`src/rtl/alu_seq_pkg.sv`:
```
// Shared types and constants for the ALU command sequencer.
//   - opcode encodings understood by the attached combinational ALU
//   - FSM state type
//   - command record as stored in the command FIFO
// Optional feature macro: ALU_SEQ_CHAIN_EN adds a per-command chain bit.
package alu_seq_pkg;

  localparam logic [2:0] OP_OR        = 3'd0;
  localparam logic [2:0] OP_NAND      = 3'd1;
  localparam logic [2:0] OP_NOR       = 3'd2;
  localparam logic [2:0] OP_AND       = 3'd3;
  localparam logic [2:0] OP_ADD       = 3'd4;
  localparam logic [2:0] OP_SUB       = 3'd5;
  localparam logic [2:0] OP_MAX_LEGAL = 3'd5;

  typedef enum logic [1:0] {
    IDLE  = 2'd0,
    ISSUE = 2'd1,
    RESP  = 2'd2
  } state_t;

  typedef struct packed {
    logic [2:0] op;
    logic [3:0] a;
    logic [3:0] b;
`ifdef ALU_SEQ_CHAIN_EN
    logic       chain;
`endif
  } cmd_t;

  function automatic logic is_legal_op(input logic [2:0] op);
    return (op <= OP_MAX_LEGAL);
  endfunction

endpackage

```
`src/rtl/alu_cmd_fifo.sv`:
```
// Synchronous FIFO for ALU commands.
// Ports:
//   clk, rst_n        clock, asynchronous active-low reset
//   i_push, i_data    write request / data (ignored while full)
//   i_pop             read request (ignored while empty)
//   o_data            head entry (valid while !o_empty)
//   o_full, o_empty   status from registered pointers
// Pointers carry one extra wrap bit so full/empty differ only in the MSB.
module alu_cmd_fifo #(
  parameter int unsigned DEPTH = 4,
  parameter int unsigned WIDTH = 11
) (
  input  logic             clk,
  input  logic             rst_n,
  input  logic             i_push,
  input  logic [WIDTH-1:0] i_data,
  input  logic             i_pop,
  output logic [WIDTH-1:0] o_data,
  output logic             o_full,
  output logic             o_empty
);

  localparam int unsigned AW = $clog2(DEPTH);

  logic [WIDTH-1:0] r_mem [DEPTH];
  logic [AW:0]      r_wr_ptr;
  logic [AW:0]      r_rd_ptr;
  logic             w_push;
  logic             w_pop;

  assign o_empty = (r_wr_ptr == r_rd_ptr);
  assign o_full  = (r_wr_ptr[AW] != r_rd_ptr[AW]) &&
                   (r_wr_ptr[AW-1:0] == r_rd_ptr[AW-1:0]);
  assign w_push  = i_push & ~o_full;
  assign w_pop   = i_pop & ~o_empty;
  assign o_data  = r_mem[r_rd_ptr[AW-1:0]];

  always_ff @(posedge clk or negedge rst_n) begin
    if (!rst_n) begin
      r_wr_ptr <= '0;
      r_rd_ptr <= '0;
    end else begin
      if (w_push) r_wr_ptr <= r_wr_ptr + 1'b1;
      if (w_pop)  r_rd_ptr <= r_rd_ptr + 1'b1;
    end
  end

  always_ff @(posedge clk) begin
    if (w_push) r_mem[r_wr_ptr[AW-1:0]] <= i_data;
  end

endmodule

```
`src/rtl/alu_cmd_sequencer.sv`:
```
// Initiator side of the simple-ALU interface.
// Buffers commands in a FIFO, drives each onto the ALU instruction/data bus,
// holds the bus for SETTLE_CYCLES, captures the combinational result and
// returns it over a valid/ready response stream.
// Ports:
//   clk, rst_n                         clock, asynchronous active-low reset
//   i_cmd_valid/o_cmd_ready            command handshake
//   i_cmd_op, i_cmd_a, i_cmd_b         opcode, operands (A -> data[7:4], B -> data[3:0])
//   i_cmd_chain                        (ALU_SEQ_CHAIN_EN only) B := low nibble of previous result
//   o_alu_instr, o_alu_data            ALU bus, {5'b0,op} and {a,b}
//   i_alu_result                       combinational ALU result
//   o_rsp_valid/i_rsp_ready            response handshake
//   o_rsp_result, o_rsp_op, o_rsp_err  response payload; err for opcodes 6/7
//   o_busy                             FIFO non-empty or FSM not idle
// Optional feature macro: ALU_SEQ_CHAIN_EN.
module alu_cmd_sequencer
  import alu_seq_pkg::*;
#(
  parameter int unsigned FIFO_DEPTH    = 4,
  parameter int unsigned SETTLE_CYCLES = 1
) (
  input  logic       clk,
  input  logic       rst_n,
  input  logic       i_cmd_valid,
  output logic       o_cmd_ready,
  input  logic [2:0] i_cmd_op,
  input  logic [3:0] i_cmd_a,
  input  logic [3:0] i_cmd_b,
`ifdef ALU_SEQ_CHAIN_EN
  input  logic       i_cmd_chain,
`endif
  output logic [7:0] o_alu_instr,
  output logic [7:0] o_alu_data,
  input  logic [7:0] i_alu_result,
  output logic       o_rsp_valid,
  input  logic       i_rsp_ready,
  output logic [7:0] o_rsp_result,
  output logic [2:0] o_rsp_op,
  output logic       o_rsp_err,
  output logic       o_busy
);

  localparam int unsigned CMD_W       = $bits(cmd_t);
  localparam logic [2:0]  SETTLE_LAST = 3'(SETTLE_CYCLES - 1);

  state_t     r_state;
  state_t     w_state_nxt;
  logic [2:0] r_cnt;
  logic [7:0] r_alu_instr;
  logic [7:0] r_alu_data;
  logic [7:0] r_rsp_result;
  logic [2:0] r_rsp_op;
  logic       r_rsp_err;

  cmd_t             w_cmd_in;
  cmd_t             w_head;
  logic [CMD_W-1:0] w_fifo_q;
  logic             w_full;
  logic             w_empty;
  logic             w_pop;
  logic             w_issue;
  logic             w_err_load;
  logic             w_capture;
  logic [3:0]       w_b_eff;

  always_comb begin
    w_cmd_in       = '0;
    w_cmd_in.op    = i_cmd_op;
    w_cmd_in.a     = i_cmd_a;
    w_cmd_in.b     = i_cmd_b;
`ifdef ALU_SEQ_CHAIN_EN
    w_cmd_in.chain = i_cmd_chain;
`endif
  end

  assign w_head = cmd_t'(w_fifo_q);

  alu_cmd_fifo #(
    .DEPTH (FIFO_DEPTH),
    .WIDTH (CMD_W)
  ) u_fifo (
    .clk     (clk),
    .rst_n   (rst_n),
    .i_push  (i_cmd_valid),
    .i_data  (w_cmd_in),
    .i_pop   (w_pop),
    .o_data  (w_fifo_q),
    .o_full  (w_full),
    .o_empty (w_empty)
  );

`ifdef ALU_SEQ_CHAIN_EN
  // Low nibble of the last response (0 after reset or after an errored op).
  logic [3:0] r_prev_nib;
  assign w_b_eff = w_head.chain ? r_prev_nib : w_head.b;

  always_ff @(posedge clk or negedge rst_n) begin
    if (!rst_n)          r_prev_nib <= '0;
    else if (w_capture)  r_prev_nib <= i_alu_result[3:0];
    else if (w_err_load) r_prev_nib <= '0;
  end
`else
  assign w_b_eff = w_head.b;
`endif

  always_comb begin
    w_state_nxt = r_state;
    w_pop       = 1'b0;
    w_issue     = 1'b0;
    w_err_load  = 1'b0;
    w_capture   = 1'b0;
    case (r_state)
      IDLE: begin
        if (!w_empty) begin
          w_pop = 1'b1;
          // Illegal opcodes never reach the ALU bus; they answer directly.
          if (is_legal_op(w_head.op)) begin
            w_issue     = 1'b1;
            w_state_nxt = ISSUE;
          end else begin
            w_err_load  = 1'b1;
            w_state_nxt = RESP;
          end
        end
      end
      ISSUE: begin
        if (r_cnt == SETTLE_LAST) begin
          w_capture   = 1'b1;
          w_state_nxt = RESP;
        end
      end
      RESP: begin
        if (i_rsp_ready) w_state_nxt = IDLE;
      end
      default: w_state_nxt = IDLE;
    endcase
  end

  always_ff @(posedge clk or negedge rst_n) begin
    if (!rst_n) begin
      r_state      <= IDLE;
      r_cnt        <= '0;
      r_alu_instr  <= '0;
      r_alu_data   <= '0;
      r_rsp_result <= '0;
      r_rsp_op     <= '0;
      r_rsp_err    <= 1'b0;
    end else begin
      r_state <= w_state_nxt;
      if (w_issue) begin
        r_alu_instr <= {5'b0, w_head.op};
        r_alu_data  <= {w_head.a, w_b_eff};
        r_cnt       <= '0;
      end else if (r_state == ISSUE && !w_capture) begin
        r_cnt <= r_cnt + 3'd1;
      end
      if (w_capture) begin
        r_rsp_result <= i_alu_result;
        r_rsp_op     <= r_alu_instr[2:0];
        r_rsp_err    <= 1'b0;
      end else if (w_err_load) begin
        r_rsp_result <= '0;
        r_rsp_op     <= w_head.op;
        r_rsp_err    <= 1'b1;
      end
    end
  end

  assign o_cmd_ready  = ~w_full;
  assign o_alu_instr  = r_alu_instr;
  assign o_alu_data   = r_alu_data;
  assign o_rsp_valid  = (r_state == RESP);
  assign o_rsp_result = r_rsp_result;
  assign o_rsp_op     = r_rsp_op;
  assign o_rsp_err    = r_rsp_err;
  assign o_busy       = ~w_empty | (r_state != IDLE);

endmodule

```
`config.mk`:
```
export PLATFORM = sky130hd
export DESIGN_NAME = alu_cmd_sequencer
export DESIGN_NICKNAME = d
export VERILOG_FILES = /design/src/rtl/alu_seq_pkg.sv /design/src/rtl/alu_cmd_fifo.sv /design/src/rtl/alu_cmd_sequencer.sv
export SDC_FILE = /design/constraint.sdc
export NUM_CORES = 1
export LEC_CHECK = 0
export ABC_AREA = 0
export ABC_CLOCK_PERIOD_IN_PS = 1900
export CORE_ASPECT_RATIO = 1.1
export CORE_MARGIN = 2
export CORE_UTILIZATION = 46
export CTS_CLUSTER_SIZE = 10
export DETAILED_ROUTE_END_ITERATION = 16
export PLACE_DENSITY = 0.74
export SLEW_MARGIN = 30
export SYNTH_ARGS = -nofsm -noshare
export SYNTH_HDL_FRONTEND = slang
export SYNTH_SLANG_ARGS = --single-unit
```
`constraint.sdc`:
```
create_clock -name clk -period 1.9 [get_ports clk]
set_input_delay 0.38 -clock clk [delete_from_list [all_inputs] [get_ports clk]]
set_output_delay 0.38 -clock clk [all_outputs]
set_load 0.005 [all_outputs]
```
==> summary.txt <==
Worst vdd ir: 0.6805 mV
Worst setup skew after layout: 0.004524 ns
Accumulated negative setup slack: -0.03646 ns
Share of the core filled with cells in the final layout: 0.6274
Register clock-pin slew on the reported worst setup and hold paths: 0.07 ns
Core box area: 6633 sq um
Failing checks: negative setup slack
Number of filler instances in the final layout: 472
Number of standard cells after synthesis: 185
Final slew viol count: 0
Final worst path period share: 1.006
Type of the worst min-delay path: input port to async pin
Worst Setup End Kind: flop
CP Launch Type: flop
Buffers on Ports: 48
Die area: 7545 sq um
CTS Buf Count: 9
CP Max Fanout: 5
Worst Path Required: 2.12 ns
Global-route usage over all layers: 0.1568
Top-level port count: 54
First-pass GRT wire length: 9032 um
Number of endpoints with negative hold slack in the final report: 0
DRC violations left: 0
TritonCTS clock tree: built
Die Width: 83 um
Vias per cell: 5.123
Via count: 1788
Layout Area Growth over Synthesis: 31.77%
Minimum clock period after layout: 1.911 ns
Number of failing setup endpoints in the final timing report: 4
Setup Crit Path Kind: flop to flop
Combined area of the multi-input logic cells: 958.4 sq um
Cts-stage hold buffer count: 0
Count of max-cap constraint violations: 0
Depth of the worst register-to-register path: 5
Largest net degree at the start of global routing: 35
Number of clock sinks seen by CTS: 78
Initial antenna violation count: 0
Area occupied by registers: 2175 sq um
Half-perimeter wire length after placement: 3834 um
Cell Rows: 31
Remaining global-route overflow: 0
Wire length after detailed routing: 5742 um
Clk root buf: sky130_fd_sc_hd__clkbuf_8
Height of the die: 90.90 um
Synthesized area: 3158 sq um
Least setup slack across all paths after layout: -0.01116 ns
Count of different cell masters after synthesis: 34
Seq/Total Area, Yosys: 0.6878
GPL Wtd Cong: 0.7596
Clock latency reported for the late side of the worst-skew pair: 0.33 ns
Setup repair after global routing missed its margin: yes
Flops & latches, synth: 78
Yosys Warn Count: 0
CP arrival: 2.13 ns
First-iteration detailed-routing DRC count: 45
Effective utilization at floorplan: 0.4761
Final Net Count: 292
Leak: 1.646 nW
Via count of the first global-routing pass: 1835
Mean instance size in the synthesized netlist: 17.07 sq um
Final ANT Viol Nets: 0
Maximum number of buffers from clock root to sink: 2
Run status: finished with violations
CTS H-tree lvls: 3
N_diodes: 0
Pin slew with the least headroom to its limit: 0.5368 ns
Max-Slew Margin vs Limit: 0.6397
Post-detailed-route wirelength per cell: 16.45 um
Detailed-routing iteration count for the pre-antenna-repair pass: 4
Power density cells: 1690 nW/um^2
Top achievable clock speed: 0.5232 GHz
Fraction of layout instances using a drive strength above 1: 0.2472
[per-layer routing]
metal / up-vias / global-route usage / wire length, um
met5: - / 0 / 0
met4: 0 / 0.05738 / 51
met3: 4 / 0.04296 / 201
met2: 42 / 0.2655 / 3031
met1: 909 / 0.1929 / 2458
li1: 833 / - / -
[cell usage in the layout, fill, tap and decap left out, types with 2 or more instances in the layout]
cell / instances
sky130_fd_sc_hd__clkdlybuf4s50_1: 45
sky130_fd_sc_hd__edfxtp_1: 44
sky130_fd_sc_hd__dfrtp_1: 32
sky130_fd_sc_hd__buf_4: 17
sky130_fd_sc_hd__mux4_2: 11
sky130_fd_sc_hd__clkbuf_8: 9
sky130_fd_sc_hd__nand2_1: 8
sky130_fd_sc_hd__a22o_1: 8
sky130_fd_sc_hd__ha_1: 7
sky130_fd_sc_hd__inv_1: 6
sky130_fd_sc_hd__nor2_1: 6
sky130_fd_sc_hd__xnor2_1: 5
sky130_fd_sc_hd__mux2_4: 5
sky130_fd_sc_hd__conb_1: 5
sky130_fd_sc_hd__and2_1: 4
sky130_fd_sc_hd__mux2_1: 4
sky130_fd_sc_hd__o22a_1: 4
sky130_fd_sc_hd__buf_12: 4
sky130_fd_sc_hd__xor2_1: 3
sky130_fd_sc_hd__nand3_1: 3
sky130_fd_sc_hd__o21ai_0: 3
sky130_fd_sc_hd__xnor2_2: 2
sky130_fd_sc_hd__nand2b_1: 2
sky130_fd_sc_hd__nor2b_1: 2
sky130_fd_sc_hd__a21oi_1: 2
sky130_fd_sc_hd__mux2_2: 2
sky130_fd_sc_hd__clkinvlp_4: 2
sky130_fd_sc_hd__clkdlybuf4s15_1: 2
sky130_fd_sc_hd__buf_6: 2
sky130_fd_sc_hd__dfrtp_2: 2
[stage by stage]
stage	cell area, sq um	power [mW]	cells	worst slack [ns]	hold WS [ns]
final	4161	7.032	349	-0.01116	0.4525
after global routing	4161	7.464	349	-0.04725	0.5000
after CTS	4106	6.860	348	-0.02532	0.4564
after detailed placement	3875	5.569	329	0.01099	0.4823
after global placement	3875	5.486	329	0.05072	0.4734
after floorplan	3176	4.334	189	0.05932	0.08441
[path summary, 6_finish.rpt]
kind	start	endpoint	slack, ns
min reg2reg	o_rsp_op[1]$_DFFE_PN0P_	o_rsp_op[1]$_DFFE_PN0P_	0.49
max reg2reg	u_fifo.r_rd_ptr[0]$_DFFE_PN0P_	o_alu_data[1]$_DFFE_PN0P_	-0.01
max	u_fifo.r_rd_ptr[0]$_DFFE_PN0P_	o_alu_data[1]$_DFFE_PN0P_	-0.01
min in group clk	o_rsp_op[1]$_DFFE_PN0P_	o_rsp_op[1]$_DFFE_PN0P_	0.49
max in group asynchronous	rst_n	u_fifo.r_wr_ptr[0]$_DFFE_PN0N_	1.10
min	rst_n	o_rsp_result[2]$_DFFE_PN0P_	0.45
[power by group]
group	internal (mW)	switching [mW]	total [mW]
logic	1.84	1.35	3.19
clock network	0.602	0.571	1.17
registers	2.37	0.302	2.67
total	4.81	2.22	7.03
[final cells by class]
| class | instances | share of cell area |
|---|---|---|
| inverters | 6 | 0.005412 |
| well taps | 82 | 0.02465 |
| clock buffers | 10 | 0.03067 |
| repair buffers | 71 | 0.1714 |
| flip-flops and latches | 78 | 0.5226 |
| clock inverters | 6 | 0.01503 |
| multi-input cells | 96 | 0.2303 |
[cells by family (layout without fill, tap and decap cells)]
logic type,Yosys count,in the layout,synth area share
DFF,78,78,0.6878
and+or+nand+nor,29,30,0.05032
AOI/OAI and AO/OA,22,22,0.05468
muxes,22,22,0.1177
buffers and inverters,16,93,0.03288
xor gates and xnor gates,10,10,0.02774
adders and majority gates,7,7,0.02773
other,1,5,0.001187
[cell usage after synthesis (all sizes together)]
| master | number | area share |
|---|---|---|
| dfrtp | 34 | 0.27 |
| o22a | 4 | 0.011 |
| nand4 | 1 | 0.0020 |
| mux2 | 11 | 0.039 |
| xnor2 | 7 | 0.019 |
| o21ai | 4 | 0.0075 |
| a311o | 1 | 0.0032 |
| mux4 | 11 | 0.078 |
| edfxtp | 44 | 0.42 |
| inv | 6 | 0.0071 |
| a31oi | 1 | 0.0020 |
| clkbuf | 1 | 0.0012 |
| and2 | 5 | 0.011 |
| nand3 | 3 | 0.0048 |
| conb | 1 | 0.0012 |
| xor2 | 3 | 0.0083 |
| nor2b | 2 | 0.0040 |
| a22o | 8 | 0.022 |
| a21oi | 3 | 0.0059 |
| nand2b | 3 | 0.0059 |
| nand2 | 8 | 0.0095 |
| a311oi | 1 | 0.0028 |
| buf | 9 | 0.025 |
| ha | 7 | 0.028 |
| nor2 | 7 | 0.013 |
[registers in the layout, summed over array words and instances, names as in the netlist]
register	count
u_fifo.r_rd_ptr	3
o_alu_data	8
u_fifo.r_wr_ptr	3
o_rsp_result	8
o_rsp_err	1
r_cnt	3
u_fifo.r_mem	44
o_rsp_op	3
r_state	2
o_alu_instr	3
[critical path: stages, from the launching register on]
cell                      delay (ns)
sky130_fd_sc_hd__dfrtp_2        0.40
sky130_fd_sc_hd__buf_6          0.12
sky130_fd_sc_hd__mux4_2         0.53
sky130_fd_sc_hd__and2_4         0.21
sky130_fd_sc_hd__nor2_4         0.19
sky130_fd_sc_hd__mux2_1         0.34
[what timing repair did]
action	in CTS	in global routing
setup buffers	3	0
pin swaps	0	1
resized for setup	7	12
setup endpoints to repair	6	22
gates cloned	0	1
No activity file was read; power rests on OpenSTA's default activity.
